[config.mk]
export PLATFORM = sky130hd
export DESIGN_NAME = plru_ctrl_flat
export DESIGN_NICKNAME = d
export VERILOG_FILES = /design/src/rtl/plru_pkg.sv /design/src/rtl/plru_ctrl_if.sv /design/src/rtl/plru_tree.sv /design/src/rtl/plru_ctrl.sv /design/src/flat_wrapper.sv
export SDC_FILE = /design/constraint.sdc
export NUM_CORES = 1
export LEC_CHECK = 0
export ABC_CLOCK_PERIOD_IN_PS = 2200
export BUFFER_PORTS_ARGS = -buffer_cell sky130_fd_sc_hd__buf_2
export CAP_MARGIN = 15
export CORE_ASPECT_RATIO = 0.6
export CORE_MARGIN = 2
export CORE_UTILIZATION = 35
export CTS_CLUSTER_DIAMETER = 30
export DETAILED_ROUTE_END_ITERATION = 8
export HOLD_SLACK_MARGIN = 0.03
export MAX_ROUTING_LAYER = met4
export REMOVE_ABC_BUFFERS = 1
export SLEW_MARGIN = 0
export SYNTH_ARGS = -nofsm -noshare
export SYNTH_HDL_FRONTEND = slang
export SYNTH_SLANG_ARGS = --single-unit
[constraint.sdc]
create_clock -name clk -period 2.2 [get_ports clk]
set_clock_uncertainty 0.2 [all_clocks]
set_input_delay 0.11 -clock clk [delete_from_list [all_inputs] [get_ports clk]]
set_output_delay 0.11 -clock clk [all_outputs]
set_load 0.005 [all_outputs]
[src/rtl/plru_pkg.sv]
// rtl/plru_pkg.sv - shared types and tree pseudo-LRU helper functions
package plru_pkg;

  // Largest supported tree: 8 ways, 3 levels, 7 node bits.
  localparam int MAX_WAYS   = 8;
  localparam int MAX_LEVELS = 3;
  localparam int MAX_WIDTH  = MAX_WAYS - 1;

  // Way numbers and tree bits are carried at full width; users slice them down.
  typedef logic [MAX_LEVELS-1:0] way_t;
  typedef logic [MAX_WIDTH-1:0]  tree_t;

  // A binary tree over WAYS leaves has WAYS-1 internal nodes.
  function automatic int plru_width(int ways);
    return ways - 1;
  endfunction

  // Walk from the root following the node bits (0 = left child, 1 = right child).
  function automatic way_t plru_victim(tree_t bits, int levels);
    way_t       w;
    logic [3:0] node;
    logic       b;
    w    = '0;
    node = '0;
    for (int l = 0; l < MAX_LEVELS; l++) begin
      if (l < levels) begin
        b    = bits[node[2:0]];
        w    = {w[MAX_LEVELS-2:0], b};
        node = {node[2:0], 1'b0} + 4'd1 + {3'b000, b};
      end
    end
    return w;
  endfunction

  // Point every node on the way's path away from that way; other nodes keep their value.
  function automatic tree_t plru_update(tree_t bits, way_t way, int levels);
    tree_t      nb;
    logic [3:0] node;
    logic       dir;
    int         sel;
    nb   = bits;
    node = '0;
    for (int l = 0; l < MAX_LEVELS; l++) begin
      if (l < levels) begin
        sel            = levels - 1 - l;
        dir            = way[sel[1:0]];
        nb[node[2:0]]  = ~dir;
        node           = {node[2:0], 1'b0} + 4'd1 + {3'b000, dir};
      end
    end
    return nb;
  endfunction

endpackage

[src/rtl/plru_ctrl_if.sv]
// rtl/plru_ctrl_if.sv - lookup/update bus between the cache pipeline and plru_ctrl
interface plru_ctrl_if
  import plru_pkg::*;
#(
  parameter int S_INDEX = 4,
  parameter int WAYS    = 4
);

  localparam int LW    = $clog2(WAYS);
  localparam int WIDTH = plru_width(WAYS);

  logic               req_valid;
  logic [S_INDEX-1:0] req_set;
  logic               req_ready;
  logic               stall;
  logic               lru_valid;
  logic [LW-1:0]      victim_way;
  logic [WIDTH-1:0]   lru_bits;
  logic               upd_valid;
  logic [LW-1:0]      upd_way;

  // Pipeline side: issues lookups, holds the stage, reports hits/fills.
  modport master (
    output req_valid, req_set, stall, upd_valid, upd_way,
    input  req_ready, lru_valid, victim_way, lru_bits
  );

  // Controller side.
  modport slave (
    input  req_valid, req_set, stall, upd_valid, upd_way,
    output req_ready, lru_valid, victim_way, lru_bits
  );

endinterface

[src/rtl/plru_tree.sv]
// rtl/plru_tree.sv - combinational victim select and tree update for one set
module plru_tree
  import plru_pkg::*;
#(
  parameter  int WAYS  = 4,
  localparam int LW    = $clog2(WAYS),
  localparam int WIDTH = plru_width(WAYS)
) (
  input  logic [WIDTH-1:0] bits_i,
  input  logic [LW-1:0]    way_i,
  output logic [LW-1:0]    victim_o,
  output logic [WIDTH-1:0] next_o
);

  tree_t bits_full;
  way_t  way_full;
  tree_t next_full;
  way_t  vic_full;
  logic  unused_tree;

  // Widen the set's bits and the accessed way to the package's full-size types.
  always_comb begin
    bits_full            = '0;
    way_full             = '0;
    bits_full[WIDTH-1:0] = bits_i;
    way_full[LW-1:0]     = way_i;
  end

  assign vic_full  = plru_victim(bits_full, LW);
  assign next_full = plru_update(bits_full, way_full, LW);

  assign victim_o  = vic_full[LW-1:0];
  assign next_o    = next_full[WIDTH-1:0];

  // Upper bits are always zero for trees smaller than the maximum.
  assign unused_tree = ^{vic_full, next_full};

endmodule

[src/rtl/plru_ctrl.sv]
// rtl/plru_ctrl.sv - tree pseudo-LRU controller driving a dual-port LRU array
module plru_ctrl
  import plru_pkg::*;
#(
  parameter  int S_INDEX = 4,
  parameter  int WAYS    = 4,
  parameter  int WIDTH   = plru_width(WAYS),
  localparam int LW      = $clog2(WAYS)
) (
  input  logic               clk,
  input  logic               rst,
  plru_ctrl_if.slave         bus,
  // Array read port
  output logic               lru_csb0,
  output logic               lru_web0,
  output logic [S_INDEX-1:0] lru_addr0,
  output logic [WIDTH-1:0]   lru_din0,
  input  logic [WIDTH-1:0]   lru_dout0,
  // Array write port
  output logic               lru_csb1,
  output logic               lru_web1,
  output logic [S_INDEX-1:0] lru_addr1,
  output logic [WIDTH-1:0]   lru_din1,
  input  logic [WIDTH-1:0]   lru_dout1
);

  // Lookup stage
  logic               s1_valid_q, s1_valid_d;
  logic [S_INDEX-1:0] s1_set_q,   s1_set_d;

  // One-deep forward of the write issued last cycle (not yet in the array)
  logic               fwd_valid_q, fwd_valid_d;
  logic [S_INDEX-1:0] fwd_set_q,   fwd_set_d;
  logic [WIDTH-1:0]   fwd_bits_q,  fwd_bits_d;

  logic               req_fire;
  logic               wr_en;
  logic               fwd_hit;
  logic [WIDTH-1:0]   eff_bits;
  logic [WIDTH-1:0]   next_bits;
  logic [LW-1:0]      victim;
  logic               unused_dout1;

  assign req_fire = bus.req_valid && !bus.stall;
  assign wr_en    = s1_valid_q && bus.upd_valid;

  // The array still shows the old bits for one cycle after a write; cover that window.
  assign fwd_hit  = fwd_valid_q && (fwd_set_q == s1_set_q);
  assign eff_bits = fwd_hit ? fwd_bits_q : lru_dout0;

  // Victim and updated bits both derive from the same effective tree state.
  plru_tree #(
    .WAYS (WAYS)
  ) u_tree (
    .bits_i   (eff_bits),
    .way_i    (bus.upd_way),
    .victim_o (victim),
    .next_o   (next_bits)
  );

  // Next state: stage loads only when not stalled; forward tracks the write just issued.
  always_comb begin
    s1_valid_d  = s1_valid_q;
    s1_set_d    = s1_set_q;
    fwd_valid_d = wr_en;
    fwd_set_d   = fwd_set_q;
    fwd_bits_d  = fwd_bits_q;
    if (!bus.stall) begin
      s1_valid_d = bus.req_valid;
      s1_set_d   = bus.req_set;
    end
    if (wr_en) begin
      fwd_set_d  = s1_set_q;
      fwd_bits_d = next_bits;
    end
  end

  // State registers with synchronous reset.
  always_ff @(posedge clk) begin
    if (rst) begin
      s1_valid_q  <= 1'b0;
      s1_set_q    <= '0;
      fwd_valid_q <= 1'b0;
      fwd_set_q   <= '0;
      fwd_bits_q  <= '0;
    end else begin
      s1_valid_q  <= s1_valid_d;
      s1_set_q    <= s1_set_d;
      fwd_valid_q <= fwd_valid_d;
      fwd_set_q   <= fwd_set_d;
      fwd_bits_q  <= fwd_bits_d;
    end
  end

  // Pipeline-facing outputs.
  assign bus.req_ready  = !bus.stall;
  assign bus.lru_valid  = s1_valid_q;
  assign bus.victim_way = s1_valid_q ? victim : '0;
  assign bus.lru_bits   = eff_bits;

  // Read port: the held address keeps dout tracking the stalled set.
  assign lru_csb0  = rst || !req_fire;
  assign lru_web0  = 1'b1;
  assign lru_addr0 = bus.req_set;
  assign lru_din0  = '0;

  // Write port stays selected; web high on idle cycles cancels the registered write.
  assign lru_csb1  = 1'b0;
  assign lru_web1  = rst || !wr_en;
  assign lru_addr1 = s1_set_q;
  assign lru_din1  = next_bits;

  assign unused_dout1 = ^lru_dout1;

endmodule

[src/flat_wrapper.sv]
// flat-port wrapper written by rule: the top's interface ports become plain ports
module plru_ctrl_flat import plru_pkg::*;
#(
  parameter  int S_INDEX = 4,
  parameter  int WAYS    = 4,
  parameter  int WIDTH   = plru_width(WAYS),
  localparam int LW      = $clog2(WAYS)
)
  (clk, rst, lru_csb0, lru_web0, lru_addr0, lru_din0, lru_dout0, lru_csb1, lru_web1, lru_addr1, lru_din1, lru_dout1, bus_req_valid, bus_req_set, bus_stall, bus_upd_valid, bus_upd_way, bus_req_ready, bus_lru_valid, bus_victim_way, bus_lru_bits);
  plru_ctrl_if #(.S_INDEX(S_INDEX), .WAYS(WAYS)) bus_i ();
  input  logic clk;
  input  logic rst;
  output logic lru_csb0;
  output logic lru_web0;
  output logic [S_INDEX-1:0] lru_addr0;
  output logic [WIDTH-1:0] lru_din0;
  input  logic [WIDTH-1:0] lru_dout0;
  output logic lru_csb1;
  output logic lru_web1;
  output logic [S_INDEX-1:0] lru_addr1;
  output logic [WIDTH-1:0] lru_din1;
  input  logic [WIDTH-1:0] lru_dout1;
  input wire logic [$bits(bus_i.req_valid)-1:0] bus_req_valid;
  input wire logic [$bits(bus_i.req_set)-1:0] bus_req_set;
  input wire logic [$bits(bus_i.stall)-1:0] bus_stall;
  input wire logic [$bits(bus_i.upd_valid)-1:0] bus_upd_valid;
  input wire logic [$bits(bus_i.upd_way)-1:0] bus_upd_way;
  output wire logic [$bits(bus_i.req_ready)-1:0] bus_req_ready;
  output wire logic [$bits(bus_i.lru_valid)-1:0] bus_lru_valid;
  output wire logic [$bits(bus_i.victim_way)-1:0] bus_victim_way;
  output wire logic [$bits(bus_i.lru_bits)-1:0] bus_lru_bits;
  assign bus_i.req_valid = bus_req_valid;
  assign bus_i.req_set = bus_req_set;
  assign bus_i.stall = bus_stall;
  assign bus_i.upd_valid = bus_upd_valid;
  assign bus_i.upd_way = bus_upd_way;
  assign bus_req_ready = bus_i.req_ready;
  assign bus_lru_valid = bus_i.lru_valid;
  assign bus_victim_way = bus_i.victim_way;
  assign bus_lru_bits = bus_i.lru_bits;
  plru_ctrl #(.S_INDEX(S_INDEX), .WAYS(WAYS), .WIDTH(WIDTH)) u_core (.clk(clk), .rst(rst), .bus(bus_i), .lru_csb0(lru_csb0), .lru_web0(lru_web0), .lru_addr0(lru_addr0), .lru_din0(lru_din0), .lru_dout0(lru_dout0), .lru_csb1(lru_csb1), .lru_web1(lru_web1), .lru_addr1(lru_addr1), .lru_din1(lru_din1), .lru_dout1(lru_dout1));
endmodule
-- Word level (Yosys, flattened, before mapping)
Index checks and enable logic that the tools add are counted.
- bits in registers: 13
- input bits: 17
- output and inout port bits: 25
- logic and storage cells: 29
- add/subtract/negate cells: 2
- magnitude comparators: 3
- eq/ne operators: 1
- muxes and demuxes: 7
- bitwise logic cells: 2
- reduce and logical (&&, ||, !) cells: 9
- operators by type and width (operator ; number):
    $bwmux W7 ; 1
    $add A1 B1 Y2 const A ; 2
    $eq A4 B4 Y1 ; 1
    $logic_and A1 B1 Y1 ; 4
    $lt A2 B4 Y1 const B ; 1
    $lt A3 B4 Y1 const B ; 1
    $bmux W1 S3 ; 1
    $demux W1 S3 ; 1
    $logic_not A1 Y1 ; 3
    $mux W3 ; 1
    $ge A2 B1 Y1 const B ; 1
    $logic_or A1 B1 Y1 ; 2
    $mux W1 ; 2
    $mux W2 ; 1
    $not A1 Y1 ; 2

-- Longest topological paths before layout
- word-level depth: 7
- depth in mapped cells: 5
- depth with buffers taken out: 4

-- Modules after synthesis
A second synthesis with hierarchy kept.
- cells, all modules: 83
- area total of the unflattened synthesis: 691.9 sq um
- modules (own cells, without submodules) (module ; instances ; cells an instance ; area each (sq um) ; seq. area each (sq um)):
    plru_ctrl ; 1 ; 76 ; 645.6 ; 260.2
    plru_tree ; 1 ; 7 ; 46.3 ; 0.0

-- Worst setup path after synthesis
No wires, ideal clock.
- path kind: flip-flop to output port
- start point: register u_core.s1_set_q[0], in the netlist u_core.lru_addr1[0]
- end point: output port bus_lru_bits[0]
- arrival time: 1.307 ns
- required time: 1.890 ns
- setup slack: 0.583 ns
- stages on the path, launching flop included: 5
- path buffers: 0
- cells stage by stage: dfxtp_1 -> or2b_2 -> o2111ai_4 -> nor3_4 -> mux2_4
- longest elaborated chain between the ends: 3
- RTL lines (element ; RTL line ; text):
    start, declared ; plru_ctrl.sv:29 ; logic [S_INDEX-1:0] s1_set_q, s1_set_d;
    start signal, assigned ; plru_ctrl.sv:88 ; s1_set_q <= s1_set_d;
    $eq A4 B4 Y1 ; plru_ctrl.sv:48 ; assign fwd_hit = fwd_valid_q && (fwd_set_q == s1_set_q);
    $logic_and A1 B1 Y1 ; plru_ctrl.sv:48 ;
    $mux W3 ; plru_ctrl.sv:49 ; assign eff_bits = fwd_hit ? fwd_bits_q : lru_dout0;
    end, declared ; flat_wrapper.sv:31 ; output wire logic [$bits(bus_i.lru_bits)-1:0] bus_lru_bits;
No other way between the ends.

-- Final worst setup path
- start point: register u_core.s1_set_q[3], in the netlist u_core.lru_addr1[3]
- end point: output port bus_lru_bits[0]
The elaborated chain is that of the path after synthesis.

==> flow_summary.json <==
{
  "antenna_found_initial": 0,
  "seq_area_frac_synth": 0.296,
  "die_h_um": 42.8,
  "grt_max_degree": 17,
  "fin_cells": 178,
  "crit_path_start_kind": "register",
  "synthFlopType": "dfxtp_1",
  "rows": 14,
  "cts_root_buffer": "clkbuf_8",
  "synth_commonest_cells": "dfxtp_1 (13), nand2_1 (11), buf_4 (9), nor2_1 (9)",
  "fmax_mhz": 505,
  "final.period_utilization": 0.900,
  "synthArstFlopShare": 0,
  "cts-htree-levels": 1,
  "start_util": 0.361,
  "syn_to_final_growth_pct": 33.5,
  "design.core.area_um2": 2430,
  "tns_ns": 0,
  "dr.first_iter.drc_count": 15,
  "postRouteAntennaNets": 0,
  "fin_nets": 164,
  "synth_edf_count": 0,
  "place_congestion": 0.852,
  "synth_top_area_share": 0.296,
  "cap_violations": 0,
  "synthCells": 108,
  "yosysTopAreaCell": "dfxtp_1",
  "drive_gt1_frac": 0.322,
  "fin_crit_ns": 1.98,
  "finalHoldViolations": 0,
  "fin_util": 0.482,
  "p_leak_nw": 0.526,
  "track_usage": 0.171,
  "clk_path_buf_depth": 2,
  "avgSynthCellArea_um2": 8.13,
  "ys_types": 35,
  "grt_pass1_vias": 777,
  "synth.most_common_cell": "dfxtp_1",
  "netlist_area_um2": 878,
  "vdd_drop_max_mv": 0.204,
  "total_power_mw": 0.592,
  "fillCellCount": 247,
  "cp.required_ns": 1.89,
  "vias": 894,
  "ios": 42,
  "dieArea_um2": 2940,
  "drt_first_pass_iters": 5,
  "wl_mm": 2.19,
  "arrival_ns": 1.67,
  "hold_path.class": "input pin to register",
  "cts_tree": "done",
  "clock_latency_ns": 0.24,
  "critical_path_class": "register to output pin",
  "gr-total-overflow": 0,
  "place_hpwl_mm": 1.63,
  "slew_violations": 0,
  "numCtsBuffers": 3,
  "io_buffers": 33,
  "end_kind": "output pin",
  "ys_seq_elements": 13,
  "routed_via_density": 5.02,
  "pwr_density_cell_nw_per_um2": 505,
  "die_w_um": 68.7,
  "cts_sinks": 13,
  "ys_top_cells_by_area": "dfxtp_1 (30%), mux2i_1 (9.1%), buf_4 (7.7%), nand2_1 (4.7%), nor2_1 (3.8%)",
  "path_clk_slew_ns": 0.05,
  "setup_violations": 0,
  "placedCellCount": 163,
  "diodes": 0,
  "wl_per_cell_um": 12.3,
  "status": "finished, final reports clean",
  "drc": 0,
  "grt_pass1_wl_mm": 3.57,
  "path_max_fanout": 6,
  "yosys_warnings": 0,
  "rsz0062_at_grt": "no"
}
## cell usage in the layout (no fill, tap or decap), types with 2 or more instances in the layout
cell / netlist / layout
nand4_1: 3 / 3
a21oi_1: 6 / 6
inv_1: 8 / 8
buf_2: 2 / 33
buf_4: 9 / 2
conb_1: 2 / 5
mux2_4: 2 / 2
clkbuf_8: 0 / 3
a31oi_1: 3 / 3
mux2i_1: 8 / 8
dlygate4sd3_1: 0 / 10
nand3_1: 5 / 5
nand2_1: 11 / 11
or2b_2: 2 / 2
o31ai_1: 2 / 2
dfxtp_1: 13 / 13
nor2_1: 9 / 9
a211o_1: 2 / 2
## final timing paths
check | startpoint | end | slack, ns | depth (start not counted)
setup / recovery | u_core.lru_addr1[3] | bus_lru_bits[0] | 0.22 | 5
hold / removal | rst | u_core.lru_addr1[1] | 0.03 | 2
setup reg to reg | u_core.lru_addr1[3] | u_core.fwd_bits_q[2] | 0.43 | 5
hold reg to reg | u_core.fwd_set_q[1] | u_core.fwd_set_q[1] | 0.28 | 2
## routing by layer
layer / vias to the layer above / share of wire / track usage
met5: - / 0 / -
met4: 0 / 0.0064 / 0.0360
met3: 2 / 0.096 / 0.0637
met2: 41 / 0.47 / 0.250
met1: 415 / 0.43 / 0.226
li1: 436 / - / -
## stage by stage
step	cell area, um^2	hold WS, ns	setup slack, ns
after floorplan	801	-0.0209	0.583
after global placement	1010	0.154	0.369
after detailed placement	1010	0.162	0.334
after CTS	1160	0.0321	0.0736
after global routing	1170	0.0364	0.0979
final	1170	0.0268	0.220
## cells by family after synthesis
family,count (synthesis),share of synthesized area
buffers and inverters,22,0.135
AND/OR/NAND/NOR,38,0.222
flip-flops,13,0.296
AO/OA/AOI/OAI,21,0.192
other,2,0.00855
multiplexers,10,0.125
XOR/XNOR,2,0.0199
## layout make-up
cell class | instances | area (um^2) | share of cell area
Clock buffer | 4 | 45.0 | 0.0384
Tap cell | 32 | 40.0 | 0.0342
Sequential cell | 13 | 260 | 0.222
Inverter | 8 | 30.0 | 0.0256
Timing Repair Buffer | 45 | 280 | 0.239
Multi-Input combinational cell | 76 | 517 | 0.441
## registers in the layout, summed over array words and instances, names as in the netlist
signal and flops:
u_core.bus.lru_valid 1, u_core.fwd_bits_q 3, u_core.fwd_valid_q 1, u_core.lru_addr1 4
u_core.fwd_set_q 4
## critical path, cell delays in order (launching register included)
cell	delay, ns
dfxtp_1	0.38
nand2b_1	0.15
o221ai_2	0.15
nor3_4	0.31
mux2_4	0.32
buf_2	0.12
## power breakdown
group / switching (mW) / internal, mW
Clock: 0.0854 / 0.128
Combinational: 0.0600 / 0.0608
Sequential: 0.0130 / 0.245
Total: 0.158 / 0.433
## what timing repair did
| action | in CTS | in global routing |
|---|---|---|
| hold buffers | 10 | 0 |
| gates resized for setup | 0 | 1 |
| endpoints found under the setup margin | 0 | 1 |
| setup buffers | 0 | 1 |
| hold endpoints to repair | 9 | 0 |
No activity file was read; power rests on OpenSTA's default activity.
